## src/rtl/serial_tx.sv

```systemverilog
// Byte-to-serial transmitter: small FIFO feeding an MSB-first shifter framed by write_out.
// Optional even-parity bit after bit 0 when SERIAL_TX_PARITY_EN is defined.
module serial_tx #(
  parameter int DEPTH      = 8,
  parameter int BIT_CYCLES = 2,
  parameter int GAP_CYCLES = 1
) (
  input  logic                       clock_1MHz,
  input  logic                       rst,
  input  logic [7:0]                 data_in,
  input  logic                       enqueue_in,
  output logic                       data_out,
  output logic                       write_out,
  output logic                       status_out,
  output logic                       empty_out,
  output logic [$clog2(DEPTH+1)-1:0] count_out,
  output logic                       overflow_out
);

  localparam int CW  = $clog2(DEPTH + 1);
  localparam int PW  = $clog2(DEPTH);
  localparam int CYW = (BIT_CYCLES > 1) ? $clog2(BIT_CYCLES) : 1;
  localparam int GW  = (GAP_CYCLES > 1) ? $clog2(GAP_CYCLES) : 1;
`ifdef SERIAL_TX_PARITY_EN
  localparam int LAST_BIT = 8;
`else
  localparam int LAST_BIT = 7;
`endif

  typedef enum logic [1:0] {IDLE, SHIFT, GAP} state_t;

  state_t          state_q, state_d;
  logic [7:0]      mem_q [DEPTH];
  logic [PW-1:0]   wr_ptr_q, wr_ptr_d, rd_ptr_q, rd_ptr_d;
  logic [CW-1:0]   count_q, count_d;
  logic            ovf_q, ovf_d;
  logic [7:0]      shreg_q, shreg_d;
  logic [3:0]      bit_q, bit_d;
  logic [CYW-1:0]  cyc_q, cyc_d;
  logic [GW-1:0]   gap_q, gap_d;
  logic            data_q, data_d, write_q, write_d;
  logic            full_q, full_d, empty_q, empty_d;
  logic            push, pop, bit_done, last_bit, gap_done, fill_bit;

  assign push     = enqueue_in && (count_q != CW'(DEPTH));
  assign pop      = (state_q == IDLE) && (count_q != '0);
  assign bit_done = (cyc_q == CYW'(BIT_CYCLES - 1));
  assign last_bit = (bit_q == 4'(LAST_BIT));
  assign gap_done = (gap_q == GW'(GAP_CYCLES - 1));

`ifdef SERIAL_TX_PARITY_EN
  logic parity_q, parity_d;
  // Parity is latched at load and rides in as the ninth shifted bit.
  assign fill_bit = parity_q;
  always_ff @(posedge clock_1MHz) begin
    if (rst) parity_q <= 1'b0;
    else     parity_q <= parity_d;
  end
  always_comb begin
    parity_d = parity_q;
    if (pop) parity_d = ^mem_q[rd_ptr_q];
  end
`else
  assign fill_bit = 1'b0;
`endif

  always_ff @(posedge clock_1MHz) begin
    if (rst) state_q <= IDLE;
    else     state_q <= state_d;
  end

  always_comb begin
    state_d = state_q;
    case (state_q)
      IDLE:    if (pop) state_d = SHIFT;
      SHIFT:   if (bit_done && last_bit) state_d = GAP;
      GAP:     if (gap_done) state_d = IDLE;
      default: state_d = IDLE;
    endcase
  end

  always_comb begin
    wr_ptr_d = wr_ptr_q;
    rd_ptr_d = rd_ptr_q;
    count_d  = count_q;
    ovf_d    = ovf_q | (enqueue_in && (count_q == CW'(DEPTH)));
    shreg_d  = shreg_q;
    bit_d    = bit_q;
    cyc_d    = cyc_q;
    gap_d    = gap_q;
    if (push) wr_ptr_d = wr_ptr_q + PW'(1);
    if (pop)  rd_ptr_d = rd_ptr_q + PW'(1);
    case ({push, pop})
      2'b10:   count_d = count_q + CW'(1);
      2'b01:   count_d = count_q - CW'(1);
      default: count_d = count_q;
    endcase
    case (state_q)
      IDLE: if (pop) begin
        shreg_d = mem_q[rd_ptr_q];
        bit_d   = '0;
        cyc_d   = '0;
        gap_d   = '0;
      end
      SHIFT: if (bit_done) begin
        cyc_d = '0;
        if (!last_bit) begin
          shreg_d = {shreg_q[6:0], fill_bit};
          bit_d   = bit_q + 4'd1;
        end
      end else begin
        cyc_d = cyc_q + CYW'(1);
      end
      GAP:     gap_d = gap_q + GW'(1);
      default: ;
    endcase
  end

  // Outputs are registered from next-state values so they line up with state_q.
  always_comb begin
    write_d = (state_d == SHIFT);
    data_d  = write_d ? shreg_d[7] : 1'b0;
    empty_d = (count_d == '0) && (state_d == IDLE);
    full_d  = (count_d == CW'(DEPTH));
  end

  always_ff @(posedge clock_1MHz) begin
    if (rst) begin
      wr_ptr_q <= '0;
      rd_ptr_q <= '0;
      count_q  <= '0;
      ovf_q    <= 1'b0;
      shreg_q  <= '0;
      bit_q    <= '0;
      cyc_q    <= '0;
      gap_q    <= '0;
      data_q   <= 1'b0;
      write_q  <= 1'b0;
      full_q   <= 1'b0;
      empty_q  <= 1'b1;
    end else begin
      wr_ptr_q <= wr_ptr_d;
      rd_ptr_q <= rd_ptr_d;
      count_q  <= count_d;
      ovf_q    <= ovf_d;
      shreg_q  <= shreg_d;
      bit_q    <= bit_d;
      cyc_q    <= cyc_d;
      gap_q    <= gap_d;
      data_q   <= data_d;
      write_q  <= write_d;
      full_q   <= full_d;
      empty_q  <= empty_d;
    end
  end

  always_ff @(posedge clock_1MHz) begin
    if (push && !rst) mem_q[wr_ptr_q] <= data_in;
  end

  assign data_out     = data_q;
  assign write_out    = write_q;
  assign status_out   = full_q;
  assign empty_out    = empty_q;
  assign count_out    = count_q;
  assign overflow_out = ovf_q;

endmodule
```

## config.mk

```make
export PLATFORM = sky130hd
export DESIGN_NAME = serial_tx
export DESIGN_NICKNAME = d
export VERILOG_FILES = /design/src/rtl/serial_tx.sv
export SDC_FILE = /design/constraint.sdc
export NUM_CORES = 1
export LEC_CHECK = 0
export CORE_UTILIZATION = 45
export CTS_BUF_LIST = sky130_fd_sc_hd__clkbuf_2 sky130_fd_sc_hd__clkbuf_4 sky130_fd_sc_hd__clkbuf_8
export CTS_CLUSTER_DIAMETER = 80
export DETAILED_ROUTE_END_ITERATION = 16
export DONT_BUFFER_PORTS = 1
export PLACE_DENSITY = 0.6
export SLEW_MARGIN = 0
export SYNTH_ARGS = -nofsm -noshare
export SYNTH_HDL_FRONTEND = slang
export SYNTH_SLANG_ARGS = --single-unit
```

## constraint.sdc

```tcl
create_clock -name clock_1MHz -period 3.3 [get_ports clock_1MHz]
set_input_delay 0.66 -clock clock_1MHz [delete_from_list [all_inputs] [get_ports clock_1MHz]]
set_output_delay 0.66 -clock clock_1MHz [all_outputs]
set_load 0.005 [all_outputs]
```

==> results of run 1 <==
-- power breakdown --
| group | internal [mW] | switching, mW |
|---|---|---|
| sequential | 1.44 | 0.122 |
| combinational | 0.405 | 0.449 |
| clock | 0.375 | 0.459 |
| total | 2.22 | 1.03 |
-- per-layer routing --
metal / GRT usage (%) / vias to the layer above / wire [um]
li1: - / 1095 / -
met1: 19.8 / 1136 / 3260
met2: 27.1 / 26 / 3620
met3: 4.39 / 8 / 212
met4: 5.43 / 0 / 79
met5: 0 / - / 0
-- Yosys cell counts (3+ instances only) --
library cell  count
nand3_1           7
dfxtp_1          34
nor4b_1           5
mux2i_1           5
a211oi_1          6
nand2_1           8
a21oi_1          19
clkbuf_1          6
mux2_2            8
ha_1              6
or4_1             3
mux4_1           15
buf_2             4
nor2_1           17
buf_6             3
inv_1             4
a22oi_1           6
nor2b_1           5
edfxtp_1         64
nor3_1            4
o21ai_0           8
xor2_1            4
-- layout make-up --
cell class	instances	area (um^2)	share of cell area (%)
Clock buffer	9	124	2.77
Clock inverter	7	96.3	2.16
Inverter	4	15.0	0.336
Multi-Input combinational cell	158	1430	31.9
Sequential cell	98	2600	58.3
Tap cell	108	135	3.03
Timing Repair Buffer	9	67.6	1.51
-- worst paths after layout --
kind	to	slack (ns)	cells past startpoint
worst max-delay path	status_out	0.39	8
worst min-delay path	shreg_q[7]	0.36	1
worst max register to register	status_out	0.39	8
worst min register to register	shreg_q[7]	0.48	2
-- per-stage QoR --
stage          instance area, um^2  hold WS [ns]
6_report                      4470         0.356
2_1_floorplan                 4110         0.450
3_3_place_gp                  4250         0.460
5_1_grt                       4470         0.335
4_1_cts                       4470         0.331
3_5_place_dp                  4250         0.470
-- registers in the layout, summed over array words and instances, names as in the netlist, named ones only --
signal and count:
state_q 2, shreg_q 8, count_out 4, status_out 1, write_out 1, bit_q 4, data_out 1, empty_out 1
mem_q 64, bit_done 1, gap_q 1, overflow_out 1, wr_ptr_q 3, rd_ptr_q 3
-- cell families (layout without fill, tap and decap cells) --
kind of cell / Yosys count / count (layout) / synth area share, %
adders and majority gates: 6 / 6 / 1.83
buffers and inverters: 19 / 29 / 2.89
xor gates and xnor gates: 6 / 6 / 1.28
AOI/OAI and AO/OA: 51 / 51 / 7.85
and+or+nand+nor: 66 / 66 / 9.28
DFF: 98 / 98 / 63.3
muxes: 29 / 29 / 13.5
-- critical path, delay by kind of cell, from the launching register on --
family | cells | cell delay, ns
XOR/XNOR | 1 | 0.16
AO/OA/AOI/OAI | 1 | 0.35
AND/OR/NAND/NOR | 4 | 1.39
flip-flops | 1 | 0.41
adder cells (fa/ha/maj) | 2 | 0.50
==> run metrics, run 1 <==
status=complete, no violations; Die Y=97.6 um; Post-Place Setup Slack=0.414 ns; synth warn=0; final non-filler cell total=393; crit-path cells=or4b_2 > nand2_1 > ha_1 > xor2_1 > ha_1 > nor3b_1 > nor2_1 > a2111oi_0; post-synth top area share=46.8%; initial antenna violation count=0; Hold WC Path Type=input pin to flop; hold_buf cts=0; number of flops mapped to enable cells by yosys=64; synthesized area=4110 um^2; Slew HR=39.5%; Reg clk slew, reported paths=0.10 ns; root buf cell=clkbuf_8; peak supply drop=0.337 mV; clk buf depth=2; GRT Resource Usage Total=16.0%; DR vias=2265; CP Launch Type=flop; Hold Vio Cnt, Final=0; CP required=3.55 ns; commonest non-fill, non-tap cell in the layout=edfxtp_1; die area=9520 um^2; P per Cell Area=727 nW/um^2; Slew Limit Fails=0; num ports=20; Final Skew=0.00991 ns; element type at the critical path end=flop; #FFs+latches synth=98; largest area contributor in the netlist=edfxtp_1; Syn Inst Count=275; Initial Utilization=46.9%; Slowest-stage cell, CP=or4b_2; share of cells above drive strength 1=16.1%; placed insts=377; slew of the pin with the lowest slew margin=0.905 ns; unrepaired setup endpoints after global routing=false; remaining global-route overflow=0; CTS Sinks=98; Nets=297; unique cell type count in the Yosys netlist=48; period utilization=88.3%; row cnt=34; largest cells by area after synthesis=edfxtp_1 (47%), dfxtp_1 (17%), mux4_1 (9.6%); Wirelength per Cell=18.2 um; pin count of the biggest net entering global routing=37; max cap viols=0; CTS H-Tree Depth=3; Worst Setup SP=count_out[2]; Post-Syn Nets=292; most frequent cells in the layout=edfxtp_1 (64), dfxtp_1 (34), a21oi_1 (19); initial DRC count=102; Synth-to-Final Area Change=8.68%; setup ws final=0.385 ns; CORE AREA=8760 um^2; first drt pass iteration count=4; final WL=7.17 mm; Setup-failing EPs final=0; Pleak=1.49 nW; asr flop ratio synth=0%; Seq/Total Area, Yosys=63.3%; ys flop type=edfxtp_1; CTS resizes=0; critical path type=flop to flop; ant diodes=0; Detailed Place HPWL=4.40 mm; drc violations=0; crit path DAT=3.16 ns; Post-Syn Area per Cell=14.9 um^2; later-pin clock latency in the skew report=0.36 ns; Post CTS Setup Buffer Count=0; Max Fclk=0.343 GHz; via density per instance=5.76; gpl congestion=0.722; Post-Route Utilization=51.0%; Crit path largest cell delay=0.77 ns; chip width=97.6 um; total power=3.25 mW; Critical Path Fanout Max=9; Setup Total Neg Slack=0 ns; Fillers=766; Hold Startpoint=rst; CTS tree=built; FF-to-FF Start=count_out[2]; global-route wire length before repair=11.6 mm; CP most frequent cell=ha_1; CTS buffer count=9; Post-DRT Antenna Nets=0; min cycle time layout=2.91 ns; PortBufs=0; via count of the first global-routing pass=2279
Note: power is estimated with default switching activity, not from simulation.
==> inputs of run 2 (changes only) <==
- REMOVE_ABC_BUFFERS: not set -> 1
==> run metrics, run 2 (synthesized netlist as in run 1, its figures left out) <==
status=complete, no violations; clk buf depth=2; later-pin clock latency in the skew report=0.35 ns; PortBufs=0; gpl congestion=0.736; Critical Path Fanout Max=9; CTS Sinks=98; Worst R2R End=empty_out; share of cells above drive strength 1=15.7%; Hold WC Path Type=input pin to flop; Post CTS Setup Buffer Count=0; Final Skew=0.00954 ns; max cap viols=0; CTS tree=built; Reg clk slew, reported paths=0.10 ns; slew of the pin with the lowest slew margin=0.708 ns; commonest non-fill, non-tap cell in the layout=edfxtp_1; pin count of the biggest net entering global routing=37; Post-Place Setup Slack=0.408 ns; remaining global-route overflow=0; P per Cell Area=729 nW/um^2; critical path type=flop to flop; R2R cell count=9; reg2reg setup slack=0.36 ns; Slew Limit Fails=0; unrepaired setup endpoints after global routing=false; CP required=3.60 ns; row cnt=34; Fillers=745; Crit path largest cell delay=0.77 ns; Initial Utilization=46.9%; period utilization=89.1%; Largest Register=mem_q; CTS buffer count=9; die area=9520 um^2; CP Launch Type=flop; Detailed Place HPWL=4.43 mm; crit path DAT=3.24 ns; num ports=20; root buf cell=clkbuf_8; Worst Hold Path EP=count_out[2]; final WL=7.12 mm; Pleak=1.50 nW; CTS H-Tree Depth=3; chip width=97.6 um; Die Y=97.6 um; FF-to-FF Start=count_out[2]; Synth-to-Final Area Change=8.65%; WHS Path Cells=1; via density per instance=5.70; Max Fclk=0.340 GHz; CP most frequent cell=ha_1; peak supply drop=0.319 mV; Setup Total Neg Slack=0 ns; Post-DRT Antenna Nets=0; GRT Resource Usage Total=15.8%; ant diodes=0; initial antenna violation count=0; DR vias=2246; Setup-failing EPs final=0; CORE AREA=8760 um^2; Slowest-stage cell, CP=or4b_2; Nets=298; setup ws final=0.360 ns; initial DRC count=93; most frequent cells in the layout=edfxtp_1 (64), dfxtp_1 (34), a21oi_1 (19); Wirelength per Cell=18.1 um; Largest register FFs=64; Slew HR=52.7%; Hold Vio Cnt, Final=0; CTS resizes=0; element type at the critical path end=flop; first drt pass iteration count=4; global-route wire length before repair=11.3 mm; Hold Startpoint=rst; crit-path cells=or4b_2 > nand2_1 > ha_1 > xor2_1 > ha_1 > nor3b_1 > o21ai_0 > mux2i_1 > a41o_1; via count of the first global-routing pass=2203; min cycle time layout=2.94 ns; biggest regs=mem_q: 64 flops, shreg_q: 8 flops; drc violations=0; hold_buf cts=0
-- run 2: changes by cell type in the layout (fill, tap and decap cells not counted) --
cell / before / now
inv_8: 3 / 0
nor4_2: 3 / 1
bufinv_16: 1 / 2
clkinv_8: 1 / 0
clkinvlp_4: 1 / 0
buf_4: 9 / 10
inv_6: 1 / 2
clkinv_4: 0 / 2
clkinv_2: 0 / 1
nor4_1: 0 / 2
-- run 2: worst max-delay path by stage --
stage            endpoint  slack (ns)         start
3_3_place_gp   status_out        0.47  count_out[2]
4_1_cts         empty_out        0.35  count_out[2]
6_report        empty_out        0.36  count_out[2]
3_5_place_dp    empty_out        0.41  count_out[2]
2_1_floorplan  status_out        0.59  count_out[2]
5_1_grt         empty_out        0.09  count_out[2]
-- run 2: power breakdown --
group / total [mW] / internal (mW) / switching [mW]
combinational: 0.842 / 0.404 / 0.438
sequential: 1.57 / 1.44 / 0.131
clock: 0.846 / 0.434 / 0.412
total: 3.25 / 2.27 / 0.980
-- run 2: worst max-delay path: cells and delay by family, from the launching register on --
family | cells | cell delay (ns)
DFF | 1 | 0.41
AOI/OAI and AO/OA | 2 | 0.34
and+or+nand+nor | 3 | 1.32
adders and majority gates | 2 | 0.49
muxes | 1 | 0.17
xor gates and xnor gates | 1 | 0.15
-- run 2: area by class of cell --
type	instances	area, um^2	share of cell area, %
inverters	4	15.0	0.336
flip-flops and latches	98	2600	58.3
repair buffers	10	75.1	1.68
clock buffers	9	124	2.77
well taps	108	135	3.03
clock inverters	7	100	2.24
multi-input cells	158	1410	31.7
-- run 2: layer usage --
layer / up-vias / wire length, um / track usage, %
met2: 37 / 3380 / 26.1
met5: - / 0 / 0
met4: 0 / 85 / 6.00
met1: 1105 / 3400 / 20.3
met3: 10 / 257 / 3.53
li1: 1094 / - / -
-- run 2: metrics by stage --
stage          instance area, um^2  cells  hold WS, ns  util (%)  total power, mW
2_1_floorplan                 4010    260        0.443         -             2.23
3_3_place_gp                  4240    378        0.458      48.4             2.44
3_5_place_dp                  4240    378        0.458      48.4             2.45
4_1_cts                       4470    394        0.350      51.0             3.29
5_1_grt                       4470    394        0.349      51.0             3.45
6_report                      4470    394        0.371      51.0             3.25
